===== src/rtl/cert_chain_fetch_ctrl.sv =====
// Certificate chain fetch sequencer: requests each certificate of a chain from a
// slot, validates the response header, hands it to a comparator and tracks progress.
module cert_chain_fetch_ctrl #(
   parameter int NUM_SLOTS   = 8,
   parameter int MAX_CERTS   = 8,
   parameter int TIMEOUT_CYC = 1024,
   parameter int MAX_RETRY   = 2,
   localparam int SLOT_W     = (NUM_SLOTS > 1) ? $clog2(NUM_SLOTS) : 1,
   localparam int CNT_W      = $clog2(MAX_CERTS + 1)
) (
   input  logic              clk,
   input  logic              reset,
   input  logic              start,
   input  logic [SLOT_W-1:0] slot,
   input  logic [CNT_W-1:0]  num_certs,
   output logic              req_valid,
   input  logic              req_ready,
   output logic [SLOT_W-1:0] req_slot,
   output logic [CNT_W-1:0]  req_index,
   input  logic              rsp_valid,
   input  logic [15:0]       rsp_hdr,
   output logic              cmp_start,
   input  logic              cmp_done,
   input  logic              cmp_pass,
   output logic              busy,
   output logic              done,
   output logic              failed,
   output logic [1:0]        fail_code,
   output logic [CNT_W-1:0]  cert_count
);

   localparam int TMO_W = (TIMEOUT_CYC > 1) ? $clog2(TIMEOUT_CYC + 1) : 1;
   localparam int RTY_W = (MAX_RETRY > 0) ? $clog2(MAX_RETRY + 1) : 1;
   localparam logic [15:0] CERT_HDR = 16'h0182;
   // Request-to-request spacing on timeout is TIMEOUT_CYC cycles, the re-issue cycle included.
   localparam logic [TMO_W-1:0] TMO_LAST = TMO_W'(TIMEOUT_CYC - 2);
   localparam logic [RTY_W-1:0] RTY_MAX  = RTY_W'(MAX_RETRY);

   typedef enum logic [2:0] {
      S_IDLE, S_ISSUE, S_WAIT_RSP, S_CHECK, S_NEXT, S_DONE, S_FAIL
   } state_t;

   state_t            state_q, state_d;
   logic              req_valid_q, req_valid_d;
   logic              cmp_start_q, cmp_start_d;
   logic              busy_q, busy_d;
   logic              done_q, done_d;
   logic              failed_q, failed_d;
   logic [1:0]        fail_code_q, fail_code_d;
   logic [CNT_W-1:0]  cert_count_q, cert_count_d;
   logic [SLOT_W-1:0] req_slot_q, req_slot_d;
   logic [CNT_W-1:0]  req_index_q, req_index_d;
   logic [CNT_W-1:0]  num_certs_q, num_certs_d;
   logic [TMO_W-1:0]  tmo_cnt_q, tmo_cnt_d;
   logic [RTY_W-1:0]  retry_q, retry_d;
   logic              go_fail;
   logic [1:0]        go_code;
   logic              start_legal;

   assign start_legal = (num_certs != '0) && (int'(num_certs) <= MAX_CERTS)
                        && (int'(slot) < NUM_SLOTS);

   always_comb begin
      state_d      = state_q;
      req_valid_d  = req_valid_q;
      cmp_start_d  = 1'b0;
      done_d       = done_q;
      failed_d     = failed_q;
      fail_code_d  = fail_code_q;
      cert_count_d = cert_count_q;
      req_slot_d   = req_slot_q;
      req_index_d  = req_index_q;
      num_certs_d  = num_certs_q;
      tmo_cnt_d    = tmo_cnt_q;
      retry_d      = retry_q;
      go_fail      = 1'b0;
      go_code      = 2'd0;

      case (state_q)
         S_IDLE: begin
            if (start) begin
               if (start_legal) begin
                  req_slot_d   = slot;
                  num_certs_d  = num_certs;
                  req_index_d  = '0;
                  cert_count_d = '0;
                  retry_d      = '0;
                  done_d       = 1'b0;
                  failed_d     = 1'b0;
                  fail_code_d  = 2'd0;
                  req_valid_d  = 1'b1;
                  state_d      = S_ISSUE;
               end else begin
                  go_fail = 1'b1;
                  go_code = 2'd3;
               end
            end
         end
         S_ISSUE: begin
            if (req_valid_q && req_ready) begin
               req_valid_d = 1'b0;
               tmo_cnt_d   = '0;
               state_d     = S_WAIT_RSP;
            end
         end
         S_WAIT_RSP: begin
            if (rsp_valid) begin
               if (rsp_hdr == CERT_HDR) begin
                  cmp_start_d = 1'b1;
                  state_d     = S_CHECK;
               end else begin
                  go_fail = 1'b1;
                  go_code = 2'd1;
               end
            end else if (tmo_cnt_q == TMO_LAST) begin
               if (retry_q < RTY_MAX) begin
                  retry_d     = retry_q + RTY_W'(1);
                  req_valid_d = 1'b1;
                  state_d     = S_ISSUE;
               end else begin
                  go_fail = 1'b1;
                  go_code = 2'd2;
               end
            end else begin
               tmo_cnt_d = tmo_cnt_q + TMO_W'(1);
            end
         end
         S_CHECK: begin
            if (cmp_done) begin
               if (cmp_pass) begin
                  cert_count_d = cert_count_q + CNT_W'(1);
                  state_d      = S_NEXT;
               end else begin
                  go_fail = 1'b1;
                  go_code = 2'd0;
               end
            end
         end
         S_NEXT: begin
            if (cert_count_q == num_certs_q) begin
               done_d  = 1'b1;
               state_d = S_DONE;
            end else begin
               req_index_d = cert_count_q;
               retry_d     = '0;
               req_valid_d = 1'b1;
               state_d     = S_ISSUE;
            end
         end
         S_DONE:  state_d = S_IDLE;
         S_FAIL:  state_d = S_IDLE;
         default: state_d = S_IDLE;
      endcase

      if (go_fail) begin
         state_d     = S_FAIL;
         failed_d    = 1'b1;
         fail_code_d = go_code;
         done_d      = 1'b0;
         req_valid_d = 1'b0;
      end

      busy_d = (state_d != S_IDLE);
   end

   always_ff @(posedge clk) begin
      if (reset) begin
         state_q      <= S_IDLE;
         req_valid_q  <= 1'b0;
         cmp_start_q  <= 1'b0;
         busy_q       <= 1'b0;
         done_q       <= 1'b0;
         failed_q     <= 1'b0;
         fail_code_q  <= 2'd0;
         cert_count_q <= '0;
         req_slot_q   <= '0;
         req_index_q  <= '0;
         num_certs_q  <= '0;
         tmo_cnt_q    <= '0;
         retry_q      <= '0;
      end else begin
         state_q      <= state_d;
         req_valid_q  <= req_valid_d;
         cmp_start_q  <= cmp_start_d;
         busy_q       <= busy_d;
         done_q       <= done_d;
         failed_q     <= failed_d;
         fail_code_q  <= fail_code_d;
         cert_count_q <= cert_count_d;
         req_slot_q   <= req_slot_d;
         req_index_q  <= req_index_d;
         num_certs_q  <= num_certs_d;
         tmo_cnt_q    <= tmo_cnt_d;
         retry_q      <= retry_d;
      end
   end

   assign req_valid  = req_valid_q;
   assign cmp_start  = cmp_start_q;
   assign busy       = busy_q;
   assign done       = done_q;
   assign failed     = failed_q;
   assign fail_code  = fail_code_q;
   assign cert_count = cert_count_q;
   assign req_slot   = req_slot_q;
   assign req_index  = req_index_q;

endmodule


===== config.mk =====
export PLATFORM = sky130hd
export DESIGN_NAME = cert_chain_fetch_ctrl
export DESIGN_NICKNAME = d
export VERILOG_FILES = /design/src/rtl/cert_chain_fetch_ctrl.sv
export SDC_FILE = /design/constraint.sdc
export NUM_CORES = 1
export LEC_CHECK = 0
export ABC_AREA = 1
export CAP_MARGIN = 30
export CORE_ASPECT_RATIO = 0.6
export CORE_MARGIN = 4
export CORE_UTILIZATION = 54
export DETAILED_ROUTE_END_ITERATION = 10
export GPL_ROUTABILITY_DRIVEN = 0
export PLACE_DENSITY = 0.95
export SLEW_MARGIN = 40
export SYNTH_ARGS = -nofsm -noshare
export SYNTH_HDL_FRONTEND = slang
export SYNTH_SLANG_ARGS = --single-unit
export TNS_END_PERCENT = 20

===== constraint.sdc =====
create_clock -name clk -period 2.2 [get_ports clk]
set_input_delay 0.22 -clock clk [delete_from_list [all_inputs] [get_ports clk]]
set_output_delay 0.22 -clock clk [all_outputs]
set_load 0.02 [all_outputs]

==> reports/qor.csv <==
stage,metric,value,unit
clock_network,cts_resized,0,
power_and_ir_drop,clock_power_share,20.4,%
place,dpl_cell_area,0.00263,mm2
worst_setup_path,worst_setup_path_end_kind,flip-flop,
power_and_ir_drop,share_seq_of_total_power,33.7,%
finish,layout_common_cells,"sky130_fd_sc_hd__nand2_1 (80), sky130_fd_sc_hd__nor2_1 (55), sky130_fd_sc_hd__clkdlybuf4s50_1 (47), sky130_fd_sc_hd__inv_1 (44), sky130_fd_sc_hd__dfxtp_1 (38)",
power_and_ir_drop,worst_ir_drop_vdd,0.692,mV
timing,timing_limited_maximum_frequency,538,MHz
power_and_ir_drop,power.static_leakage,1.12,nW
die,die-area,0.00502,mm2
worst_setup_path,worst_r2r_endpoint,req_slot[0]$_SDFFE_PP0P_,
drt,routed_wirelength,5.42,mm
place,hpwl,4.30,mm
finish,final_cell_area,0.00274,mm2
die,row_count,17,
drt,via_count,2287,
global_routing,antenna_found_initial,0,
yosys,largest_family_of_logic_cells_by_synthesized_area,simple AND/OR/NAND/NOR gates,
drt,ant_nets,0,
global_routing,grt_start_max_net_pins,13,
worst_hold_path,holdPathEnd,req_slot[1]$_SDFFE_PP0P_,
worst_setup_path,rrSetupSlack,0.34,ns
yosys,yosys_register_bits,38,
power_and_ir_drop,power_frac_comb,45.8,%
global_routing,grt_overflow,0,
worst_setup_path,timing.setup.critical_path_class,flip-flop to flip-flop,
job,max_cap_violations,0,
timing,skew,0.0110,ns
die,floorplan.initialDensity,56.9,%
finish,layout-drive-gt1-share,5.50,%
place,placement.io_buffers,47,
yosys,synth_seq_area_share,35.9,%
yosys,syn_nets,364,
yosys,syn_avg_cell_area,6.40,um2
drt,wl_cell,12.6,um
timing,setup_tns,0,ns
timing,rsz0062_at_grt,false,
worst_hold_path,hold_path.class,flip-flop to flip-flop,
power_and_ir_drop,pwr_density_cell,1020,mW/mm2
finish,n_antenna_cell,0,
worst_setup_path,reg2regPathDepth,7,
worst_setup_path,cp_data_required_time,2.37,ns
drt,routed_via_density,5.33,
yosys,synth-compound-area-share,13.8,%
worst_hold_path,timing.hold.worst_path_depth,2,
drt,first_iter_violations,246,
die,die_height,56.5,um
yosys,yosysWarnings,0,
finish,fillCellCount,287,
clock_network,clock_sinks,38,
finish,final_common_cell,sky130_fd_sc_hd__nand2_1,
yosys,synthesis.instances,331,
clock_network,h-tree-depth,2,
timing,slew_violations,0,
yosys,yosys-mux-area-fraction,0,%
worst_setup_path,r2r_start,state_q[1]$_SDFF_PP0_,
power_and_ir_drop,switching_share,42.5,%
clock_network,cts_made_buffers,5,
yosys,synth-simple-area-share,36.2,%
timing,finalHoldViolCount,0,
finish,synthToLayoutAreaGrowth,29.2,%
status,outcome,finished clean,
yosys,yosysUniqueCellTypes,36,
finish,fin_nets,414,
finish,register_area,761,um2
timing,tightestPinTransition,0.464,ns
clock_network,cts_tree,built,
timing,fin_crit_period,1.86,ns
power_and_ir_drop,cell_internal_pwr,1.61,mW
timing,setup_viol,0,
clock_network,cts_buffer_depth,2,
clock_network,post-cts-setup-buffer-count,0,
yosys,synthAdderAreaFrac,1.77,%
clock_network,cts_hold_buf,0,
worst_setup_path,startpoint_type,flip-flop,
drt,drt-pass1-iter-count,6,
clock_network,cts.clk_slew.worst_paths,0.07,ns
worst_setup_path,worstPathArrival,2.03,ns
drt,drt_drc_violations_left,0,
timing,fin_crit_sh,84.4,%
global_routing,number_of_global_route_vias_before_repair,2012,
worst_hold_path,hold_path.startpoint,req_slot[1]$_SDFFE_PP0P_,
clock_network,cts.root.buffer_cell,sky130_fd_sc_hd__clkbuf_8,
die,io_pins,48,
yosys,yosys.area_share.xor_xnor,2.07,%
global_routing,first_pass_grt_wire_length,8.99,mm
global_routing,overall_routing_resource_usage,22.5,%
die,core_area,0.00372,mm2
worst_setup_path,crit_path_max_fanout,12,
power_and_ir_drop,p_sw,1.19,mW
timing,timing.max_slew.rel_slack,69.0,%
clock_network,clk-insertion-delay-late,0.29,ns
yosys,synth.cell_area,0.00212,mm2
finish,footprint_of_the_multi_input_gates,0.00114,mm2
die,die_width,88.8,um
## per-layer routing
layer  share of wire [%]  vias to the layer above  global-route usage, %
met2                  42                      110                   33.4
li1                    -                     1160                      -
met1                  46                     1009                   32.8
met3                  10                        8                   6.30
met5                   0                        -                      0
met4                0.83                        0                   3.45
## cell usage after synthesis, drive strengths merged
cell / count / area (um2)
a31oi: 1 / 6.26
inv: 45 / 169
clkinv: 2 / 13.8
nand3b: 1 / 7.51
nor2: 57 / 224
o21a: 1 / 7.51
a21oi: 31 / 159
xor2: 4 / 35.0
and3: 1 / 6.26
clkbuf: 2 / 7.51
a211oi: 1 / 7.51
buf: 4 / 25.0
xnor2: 1 / 8.76
nor3: 5 / 30.0
dfxtp: 38 / 761
nand3: 22 / 123
nor4: 1 / 6.26
a22oi: 1 / 12.5
a21o: 1 / 7.51
ha: 3 / 37.5
o21bai: 1 / 7.51
nor3b: 1 / 7.51
nand2: 84 / 325
o21ai: 17 / 85.1
nand4: 6 / 37.5
## metrics by stage
| stage | hold WS, ns | setup slack (ns) | total power, mW | std cells | util (%) |
|---|---|---|---|---|---|
| 6_report | 0.450 | 0.342 | 2.79 | 429 | 73.5 |
| 4_1_cts | 0.456 | 0.412 | 2.78 | 429 | 73.5 |
| 3_3_place_gp | 0.434 | 0.373 | 2.17 | 421 | 70.6 |
| 3_5_place_dp | 0.445 | 0.278 | 2.20 | 421 | 70.6 |
| 5_1_grt | 0.482 | 0.224 | 2.99 | 429 | 73.5 |
| 2_1_floorplan | 0.411 | 0.670 | 1.83 | 331 | - |
## critical path, stage by stage (launching register included)
cell and delay (ns):
sky130_fd_sc_hd__dfxtp_1 0.38, sky130_fd_sc_hd__nor2_1 0.26, sky130_fd_sc_hd__nand2_1 0.13, sky130_fd_sc_hd__inv_1 0.11
sky130_fd_sc_hd__nand3_1 0.31, sky130_fd_sc_hd__buf_4 0.29, sky130_fd_sc_hd__o21ai_0 0.21, sky130_fd_sc_hd__a21oi_1 0.06
## logic make-up after synthesis
logic type / after synthesis
adder cells (fa/ha/maj): 3
AO/OA/AOI/OAI: 54
flip-flops: 38
XOR/XNOR: 5
buffers and inverters: 53
AND/OR/NAND/NOR: 178
## worst max-delay path by stage
stage | from | to | slack, ns | cells after the start
finish | state_q[1]$_SDFF_PP0_ | req_slot[0]$_SDFFE_PP0P_ | 0.34 | 7
CTS | state_q[1]$_SDFF_PP0_ | req_slot[0]$_SDFFE_PP0P_ | 0.41 | 7
global placement | num_certs[0] | fail_code[0]$_SDFFE_PP0P_ | 0.37 | 8
global route | tmo_cnt_q[0]$_SDFFE_PP0P_ | tmo_cnt_q[9]$_SDFFE_PP0P_ | 0.22 | 9
detailed placement | num_certs[0] | req_slot[0]$_SDFFE_PP0P_ | 0.28 | 8
floorplan | tmo_cnt_q[0]$_SDFFE_PP0P_ | tmo_cnt_q[3]$_SDFFE_PP0P_ | 0.67 | 9
## flip-flops by register name, indices dropped and copies added, names as in the netlist
name         cells
req_slot         3
failed           1
tmo_cnt_q       11
req_index        4
num_certs_q      4
req_valid        1
retry_q          2
cert_count       4
fail_code        2
busy             1
cmp_start        1
state_q          3
done             1
## power by group through the flow
stage               Clock [mW]  Combinational [mW]  Sequential, mW
finish                   0.571                1.28           0.943
global route             0.614                1.42           0.956
detailed placement           0                1.25           0.950
global placement             0                1.22           0.945
floorplan                    0               0.827            1.00
CTS                      0.579                1.26           0.937
## final cells by class
class	instances	area share, %
tap	47	2.15
inverter	47	6.68
clock buffer	7	2.79
timing repair buffer	49	17.7
sequential	38	27.8
clock inverter	1	1.10
multi-input combinational	240	41.7
No activity file was read; power rests on OpenSTA's default activity.
